### src/rtl/serial_adder_ctrl.sv
// Bit-serial WIDTH-bit adder/subtractor: one shared full-adder cell is stepped LSB first,
// with a valid/ready handshake on the operand side and another on the result side.
module serial_adder_ctrl #(
  parameter int WIDTH = 8
) (
  input  logic             clk,
  input  logic             rst,
  input  logic             in_valid,
  output logic             in_ready,
  input  logic [WIDTH-1:0] op_a,
  input  logic [WIDTH-1:0] op_b,
  input  logic             op_sub,
  output logic             out_valid,
  input  logic             out_ready,
  output logic [WIDTH-1:0] sum,
  output logic             carry_out,
  output logic             busy
);

  localparam int IDX_W = (WIDTH > 1) ? $clog2(WIDTH) : 1;
  localparam logic [IDX_W-1:0] LAST_IDX = IDX_W'(WIDTH - 1);

  typedef enum logic [1:0] {IDLE, RUN, DONE} state_t;

  state_t             state_q, state_d;
  logic [WIDTH-1:0]   a_q, a_d;
  logic [WIDTH-1:0]   b_q, b_d;
  logic [WIDTH-1:0]   sum_q, sum_d;
  logic               carry_q, carry_d;
  logic [IDX_W-1:0]   bit_idx_q, bit_idx_d;

  // Shared full-adder cell: two half adders plus an OR on their carries.
  logic fa_a, fa_b, fa_cin;
  logic ha1_s, ha1_c, ha2_s, ha2_c;
  logic fa_s, fa_cout;

  always_comb begin
    fa_a    = a_q[bit_idx_q];
    fa_b    = b_q[bit_idx_q];
    fa_cin  = carry_q;
    ha1_s   = fa_a ^ fa_b;
    ha1_c   = fa_a & fa_b;
    ha2_s   = ha1_s ^ fa_cin;
    ha2_c   = ha1_s & fa_cin;
    fa_s    = ha2_s;
    fa_cout = ha1_c | ha2_c;
  end

  always_comb begin
    state_d   = state_q;
    a_d       = a_q;
    b_d       = b_q;
    sum_d     = sum_q;
    carry_d   = carry_q;
    bit_idx_d = bit_idx_q;
    unique case (state_q)
      IDLE: begin
        if (in_valid) begin
          // Subtract is A + ~B + 1: invert B here and seed the carry with op_sub.
          a_d       = op_a;
          b_d       = op_sub ? ~op_b : op_b;
          carry_d   = op_sub;
          bit_idx_d = '0;
          sum_d     = '0;
          state_d   = RUN;
        end
      end
      RUN: begin
        sum_d[bit_idx_q] = fa_s;
        carry_d          = fa_cout;
        if (bit_idx_q == LAST_IDX) begin
          state_d = DONE;
        end else begin
          bit_idx_d = bit_idx_q + IDX_W'(1);
        end
      end
      DONE: begin
        if (out_ready) begin
          state_d = IDLE;
        end
      end
      default: state_d = IDLE;
    endcase
  end

  always_ff @(posedge clk) begin
    if (rst) begin
      state_q   <= IDLE;
      a_q       <= '0;
      b_q       <= '0;
      sum_q     <= '0;
      carry_q   <= 1'b0;
      bit_idx_q <= '0;
    end else begin
      state_q   <= state_d;
      a_q       <= a_d;
      b_q       <= b_d;
      sum_q     <= sum_d;
      carry_q   <= carry_d;
      bit_idx_q <= bit_idx_d;
    end
  end

  assign in_ready  = (state_q == IDLE);
  assign out_valid = (state_q == DONE);
  assign busy      = (state_q != IDLE);
  assign sum       = sum_q;
  assign carry_out = carry_q;

endmodule
### config.mk
export PLATFORM = sky130hd
export DESIGN_NAME = serial_adder_ctrl
export DESIGN_NICKNAME = d
export VERILOG_FILES = /design/src/rtl/serial_adder_ctrl.sv
export SDC_FILE = /design/constraint.sdc
export NUM_CORES = 1
export LEC_CHECK = 0
export CORE_UTILIZATION = 35
export CTS_CLUSTER_DIAMETER = 120
export CTS_CLUSTER_SIZE = 16
export DETAILED_ROUTE_END_ITERATION = 8
export PLACE_DENSITY_LB_ADDON = 0.2
export SYNTH_ARGS = -nofsm -noshare
export SYNTH_HDL_FRONTEND = slang
export SYNTH_SLANG_ARGS = --single-unit
### constraint.sdc
create_clock -name clk -period 4.5 [get_ports clk]
set_input_delay 0.45 -clock clk [delete_from_list [all_inputs] [get_ports clk]]
set_output_delay 0.45 -clock clk [all_outputs]
set_load 0.03 [all_outputs]
**After elaboration in Yosys (flattened, before gate mapping)**

Index checks and enable logic that the tools add are counted.

- $add $sub $neg: 1
- $lt $le $gt $ge: 2
- Eq/ne operators: 7
- Multiplexer cells: 19
- Bitwise operators: 6
- Reductions and logical operators: 8

Operator list:

| cell | count |
|---|---|
| $mux W8 | 2 |
| $pmux W8 S2 | 1 |
| $bwmux W8 | 1 |
| $not A8 Y8 | 1 |
| $bmux W1 S3 | 2 |
| $mux W2 | 3 |
| $mux W3 | 2 |
| $ne A2 B2 Y1 const B | 3 |
| $pmux W2 S3 | 1 |
| $pmux W3 S2 | 1 |
| $reduce_and A3 Y1 | 2 |
| $lt A3 B4 Y1 const B | 1 |
| $mux W1 | 4 |
| $reduce_and A2 Y1 | 2 |
| $reduce_bool A2 Y1 | 2 |
| $add A3 B1 Y3 const B | 1 |
| $demux W1 S3 | 1 |
| $eq A3 B3 Y1 const B | 1 |
| $ge A3 B1 Y1 const B | 1 |
| $and A1 B1 Y1 | 2 |
| $eq A2 B1 Y1 const B | 1 |
| $eq A2 B2 Y1 const B | 1 |
| $logic_not A2 Y1 | 1 |
| $ne A2 B1 Y1 const B | 1 |
| other kinds (4) | 5 |

- Flip-flop bits (word level): 30
- Input port bits: 21
- Output and inout bits: 12
- Logic and storage cells: 49

**Depth between registers and ports, before layout**

Gate-level depths: netlist (run 1).

- Depth after elaboration: 6
- Gate-level depth with buffers: 9

**Least setup slack after synthesis (run 1)**

Ideal clock, no wire load.

- Path type: register to register
- From: reg bit_idx_q[1]
- To: reg sum_q[3] (netlist: sum[3])
- Setup time: 0.074 ns
- Arrival time: 2.171 ns
- Required time: 4.426 ns
- Slack: 2.255 ns
- Stages on the path, launching flop included: 8
- Buffers on the path: 2
- Cell sequence: dfxtp_1 buf_2 mux4_2 mux2i_1 fa_1 or2_2 buf_1 o21ai_0

- Cells in the longest elaborated chain, start to end: 6

Ends and longest elaborated chain:

| element | line | RTL |
|---|---|---|
| start: declaration | 30 | `logic [IDX_W-1:0] bit_idx_q, bit_idx_d;` |
| start signal: assignment | 100 | `bit_idx_q <= bit_idx_d;` |
| $lt A3 B4 Y1 (not written as such), or another cell as far along | 69 | `sum_d[bit_idx_q] = fa_s;` |
| $logic_and A1 B1 Y1 (not written as such), or another cell as far along | 69 |  |
| $mux W1 (not written as such) or $xor A1 B1 Y1 (tied branches) | 69, 41 |  |
| $demux W1 S3 or $xor A1 B1 Y1 (tied branches) | 69, 43 |  |
| $bwmux W8 * | 69 |  |
| $pmux W8 S2 * | 56 | `unique case (state_q)` |
| end signal: assignment | 98 | `sum_q <= sum_d;` |
| end: declaration | 28 | `logic [WIDTH-1:0] sum_q, sum_d;` |

Mark *: on every way between the ends. The rest lies on a longest branch, timed or not. The select of a mux whose other input is x is not followed.
A chain may end at the register's enable or synchronous reset.

**Worst setup path after layout (run 1)**

- From: reg bit_idx_q[1]
- To: reg sum_q[1] (netlist: sum[1])

The elaborated chain is that of the path after synthesis.

==> results of run 1 <==
## layout make-up
class / instances / area (um^2) / area share
multi-input cells: 117 / 747 / 0.407
flip-flops and latches: 30 / 601 / 0.327
well taps: 50 / 62.6 / 0.0341
clock inverters: 1 / 5.00 / 0.00272
clock buffers: 7 / 86.3 / 0.0470
inverters: 4 / 15.0 / 0.00817
repair buffers: 32 / 320 / 0.174
## through the flow
stage | worst slack [ns] | area (um^2) | hold WS, ns | util
CTS | 2.02 | 1840 | 0.458 | 0.459
floorplan | 2.25 | 1450 | 0.433 | -
global placement | 1.97 | 1750 | 0.444 | 0.436
global route | 1.84 | 1840 | 0.474 | 0.459
detailed placement | 1.85 | 1750 | 0.449 | 0.436
finish | 2.05 | 1840 | 0.456 | 0.459
## worst reg2reg max path, stage by stage, from the launching register on
cell,delay (ns)
dfxtp_1,0.59
mux4_2,0.57
mux2i_1,0.23
fa_1,0.44
or2_2,0.36
o21ai_0,0.18
## layout by cell type (no fill, tap or decap), types with 4 or more instances in the layout
master	n
nor2_1	19
a211oi_1	4
nand3_1	13
inv_1	4
o21ai_0	9
clkdlybuf4s50_1	32
nand2_1	24
a211oi_2	4
dfxtp_1	30
xnor2_1	8
a21oi_1	10
clkbuf_8	6
## sequential cells by signal, indices dropped and copies added (netlist names)
signal     count
sum            8
b_q            8
state_q        2
a_q            8
carry_out      1
bit_idx_q      3
## worst paths after layout
path                 from  endpoint  slack, ns  cells past startpoint
max          bit_idx_q[1]    sum[1]       2.05                      5
min reg2reg        a_q[1]    a_q[1]       0.46                      2
min                a_q[1]    a_q[1]       0.46                      2
max reg2reg  bit_idx_q[1]    sum[1]       2.05                      5
## power by group
| group | leakage (nW) | total (W) | internal, W | switching [W] |
|---|---|---|---|---|
| Combinational | 0.357 | 0.0000918 | 0.0000460 | 0.0000458 |
| Sequential | 0.246 | 0.000290 | 0.000279 | 0.0000110 |
| Clock | 0.0482 | 0.000223 | 0.000123 | 0.0000994 |
| Total | 0.651 | 0.000605 | 0.000449 | 0.000156 |
## per-layer routing
layer / GRT usage / part of all wire
met1: 0.169 / 0.46
met2: 0.276 / 0.50
met3: 0.0534 / 0.027
met4: 0.0745 / 0.011
met5: 0 / 0
## cells by family after synthesis
group	Yosys count	synth area share
AOI/OAI and AO/OA	33	0.154
xor gates and xnor gates	8	0.0483
adders and majority gates	3	0.0311
buffers and inverters	15	0.0707
DFF	30	0.414
muxes	7	0.0673
and+or+nand+nor	66	0.215
==> flow_summary.toml, run 1 <==
[die]
die_y_um = 66.4
pin_count = 33
initial_core_util = 0.363
die_area_um2 = 4400
placeableCoreArea_um2 = 4000
fp.dieW_um = 66.4
rows = 23

[cells_and_area]
nFillCells = 393
stdcell_count = 241
finalNetCount = 214
syn_to_final_growth_pct = 26.7
drive_gt1_frac = 0.0995
n_antenna_cell = 0

[sta]
period_needed_ns = 2.45
skew_ns = 0.00228
hold_violations = 0
post-route-period-util = 0.544
finalSetupViolCount = 0
relSlewSlack = 0.304
rsz0062_at_grt = "no"
slew_viol_final = 0
clock.fmax_mhz = 409
setup_tns_ns = 0
worst_pin_slew_ns = 1.04

[worst_hold_path]
hold_path_class = "reg2reg"

[global_routing]
antenna_found_initial = 0
grt.total_usage = 0.158
grt_max_degree = 27
grt_pass1_wl_um = 5170
grt_pass1_vias = 1220
gr-total-overflow = 0

[clocking]
cts_root_buffer = "clkbuf_8"
clock_sinks = 30
numCtsBuffers = 5
clk_pin_slew_worst_paths_ns = 0.06
ctsHoldBuffers = 0
post-cts-setup-buffers = 0
cts_tree = "yes"
cts_buffer_depth = 2
htreeDepth = 2
cts.repair.resized = 0
clock_latency_ns = 0.28

[logic_synthesis]
synth-seq-area-share = 0.414
syn-num-nets = 186
synth.distinct_cells = 31
yosysWarnings = 0
synth_ff_type = "dfxtp_1"
synth_area_per_cell_um2 = 8.95
synth.largest_area_cell = "dfxtp_1"
yosys-top-cells-area = "dfxtp_1 41%, nand2_1 6.2%, nor2_1 4.9%"
synth_top_area_frac = 0.414
synth-seq-cells = 30
synth_most_common_cell = "dfxtp_1"
synth_cells = 162
syn_area_um2 = 1450
synth_commonest_cells = "30 x dfxtp_1, 24 x nand2_1, 19 x nor2_1, 13 x nand3_1, 10 x a21oi_1"
synth-edff-count = 0
synth-async-reset-ratio = 0

[critical_path]
worstSetupPathType = "reg2reg"
crit_fanout = 11
crit_chain = "mux4_2, mux2i_1, fa_1, or2_2, o21ai_0"
path_buf_inv = 0
worstSetupStartpointType = "flop"
worstPathArrival_ns = 2.65
max_stage_delay_ns = 0.59
crit_family = "multiplexers"
critPathCaptureType = "flop"
worst_path_max_delay_cell = "dfxtp_1"
cp.required_ns = 4.70

[placement]
gp_congestion = 0.669
portBuffers = 32
placed_cells = 233
dp_hpwl_um = 2160

[detailed_routing]
num_vias = 1164
routedWlPerCell_um = 12.4
drt-vias-per-instance = 4.83
drt_iter0_markers = 120
ant_nets = 0
drt-pass1-iter-count = 4
drc = 0
routed_wl_um = 2990

[run]
cap_violations = 0

[power_and_ir_drop]
totalPowerFinal_w = 0.000605
ir_worst_vdd_mv = 0.165
power.leakage_nw = 0.651
powerDensity_nw_per_um2 = 329

[status]
status = "completed"
Note: power is estimated with default switching activity, not from simulation.
==> run 2: changes to the inputs <==
==> constraint.sdc (replaced) <==
create_clock -name clk -period 2.1 [get_ports clk]
set_input_delay 0.21 -clock clk [delete_from_list [all_inputs] [get_ports clk]]
set_output_delay 0.21 -clock clk [all_outputs]
set_load 0.03 [all_outputs]
==> flow_summary.toml, run 2 (synthesized netlist as in run 1, its figures left out) <==
[status]
status = "completed"

[die]
initial_core_util = 0.363
fp.dieW_um = 66.4
die_area_um2 = 4400
die_y_um = 66.4
rows = 23
pin_count = 33
placeableCoreArea_um2 = 4000

[critical_path]
reg2reg_slack_ns = 0.09
worstSetupStartpointType = "flop"
max_stage_delay_ns = 0.52
rr_worst_depth = 5
worst_path_max_delay_cell = "mux4_2"
cp.required_ns = 2.29
crit_family = "multiplexers"
path_buf_inv = 0
critPathCaptureType = "flop"
crit_chain = "mux4_2, mux2i_2, fa_1, or2_4, o21ai_0"
reg2reg_to = "sum[1]"
worstSetupPathType = "reg2reg"
timing.rr.start = "bit_idx_q[1]"
worstPathArrival_ns = 2.21
crit_fanout = 8
path_depth = 5

[clocking]
ctsHoldBuffers = 0
numCtsBuffers = 5
clk_pin_slew_worst_paths_ns = 0.06
cts_root_buffer = "clkbuf_8"
clock_latency_ns = 0.27
cts_buffer_depth = 2
cts_tree = "yes"
clock_sinks = 30
htreeDepth = 2

[sta]
post-route-period-util = 0.959
worst_pin_slew_ns = 0.523
period_needed_ns = 2.01
slew_viol_final = 0
finalSetupViolCount = 0
setup_tns_ns = 0
rsz0062_at_grt = "no"
hold_violations = 0
skew_ns = 0.00574
clock.fmax_mhz = 497
relSlewSlack = 0.650

[cells_and_area]
finalNetCount = 220
final_common_cell = "clkdlybuf4s50_1"
drive_gt1_frac = 0.143
syn_to_final_growth_pct = 29.7
mostFrequentLayoutCells = "32 x clkdlybuf4s50_1, 28 x dfxtp_1, 24 x nand2_1, 19 x nor2_1, 13 x nand3_1"
regArea_um2 = 606
stdcell_count = 246
final_area_um2 = 1880
nFillCells = 395
n_antenna_cell = 0
fin_util = 0.470
multiInputGateArea_um2 = 753

[power_and_ir_drop]
ir_worst_vdd_mv = 0.365
totalPowerFinal_w = 0.00125
powerDensity_nw_per_um2 = 667
power.leakage_nw = 0.680

[detailed_routing]
drc = 0
drt-pass1-iter-count = 4
num_vias = 1214
ant_nets = 0
drt_iter0_markers = 29
drt-vias-per-instance = 4.93
routed_wl_um = 2960
routedWlPerCell_um = 12.0

[placement]
portBuffers = 32
gp_congestion = 0.746
dp_hpwl_um = 2300
place_area_um2 = 1790
placed_cells = 239

[run]
cap_violations = 0

[worst_hold_path]
hold_depth = 2
min-delay-start = "a_q[3]"
worst_hold_path.endpoint = "a_q[3]"
hold_path_class = "reg2reg"

[global_routing]
antenna_found_initial = 0
grt_pass1_vias = 1188
grt_pass1_wl_um = 5100
grt.total_usage = 0.156
grt_max_degree = 25
gr-total-overflow = 0
[run 2: changes by cell type in the layout (fill, tap and decap cells not counted), moves of 2 or more]
cell / previous run / this run
buf_4: 0 / 6
o21ai_1: 0 / 3
dfxtp_1: 30 / 28
o21ai_0: 9 / 6
[run 2: routing by layer]
layer / wire length, um / track usage
met3: 83 / 0.0414
met4: 34 / 0.0559
met1: 1370 / 0.180
met2: 1470 / 0.273
met5: 0 / 0
[run 2: layout make-up]
type | count | area share
inverter | 4 | 0.00798
sequential | 30 | 0.322
timing repair buffer | 38 | 0.194
tap | 50 | 0.0333
multi-input combinational | 117 | 0.401
clock buffer | 5 | 0.0366
clock inverter | 2 | 0.00532
[run 2: how the worst max path moves through the flow]
stage | slack (ns) | startpoint | end
2_1_floorplan | 0.009 | bit_idx_q[1] | sum[3]
3_3_place_gp | 0.07 | bit_idx_q[2] | sum[5]
3_5_place_dp | -0.05 | bit_idx_q[2] | sum[4]
4_1_cts | 0.01 | bit_idx_q[1] | sum[4]
5_1_grt | 0.004 | bit_idx_q[1] | sum[1]
6_report | 0.09 | bit_idx_q[1] | sum[1]
[run 2: worst min-delay path, stage by stage, from the launching register on]
cell and delay (ns):
dfxtp_1 0.31, nand2_1 0.05, a21oi_1 0.05
[run 2: stage by stage]
stage               worst slack [ns]  hold slack (ns)
floorplan                    0.00887            0.300
global placement              0.0682            0.455
detailed placement           -0.0477            0.454
CTS                           0.0124            0.464
global route                 0.00434            0.481
finish                        0.0864            0.459
[run 2: power by group]
part / total (W) / switching (W) / leakage, nW / internal (W)
Combinational: 0.000209 / 0.000103 / 0.389 / 0.000107
Clock: 0.000426 / 0.000204 / 0.0438 / 0.000222
Sequential: 0.000619 / 0.0000213 / 0.247 / 0.000598
[run 2: timing repair]
action                                  4_1_cts  5_1_grt
gates resized for setup                       1        5
setup buffers                                 0        0
endpoints found under the setup margin        8        8
gates cloned                                  0        0
pin swaps                                     0        0
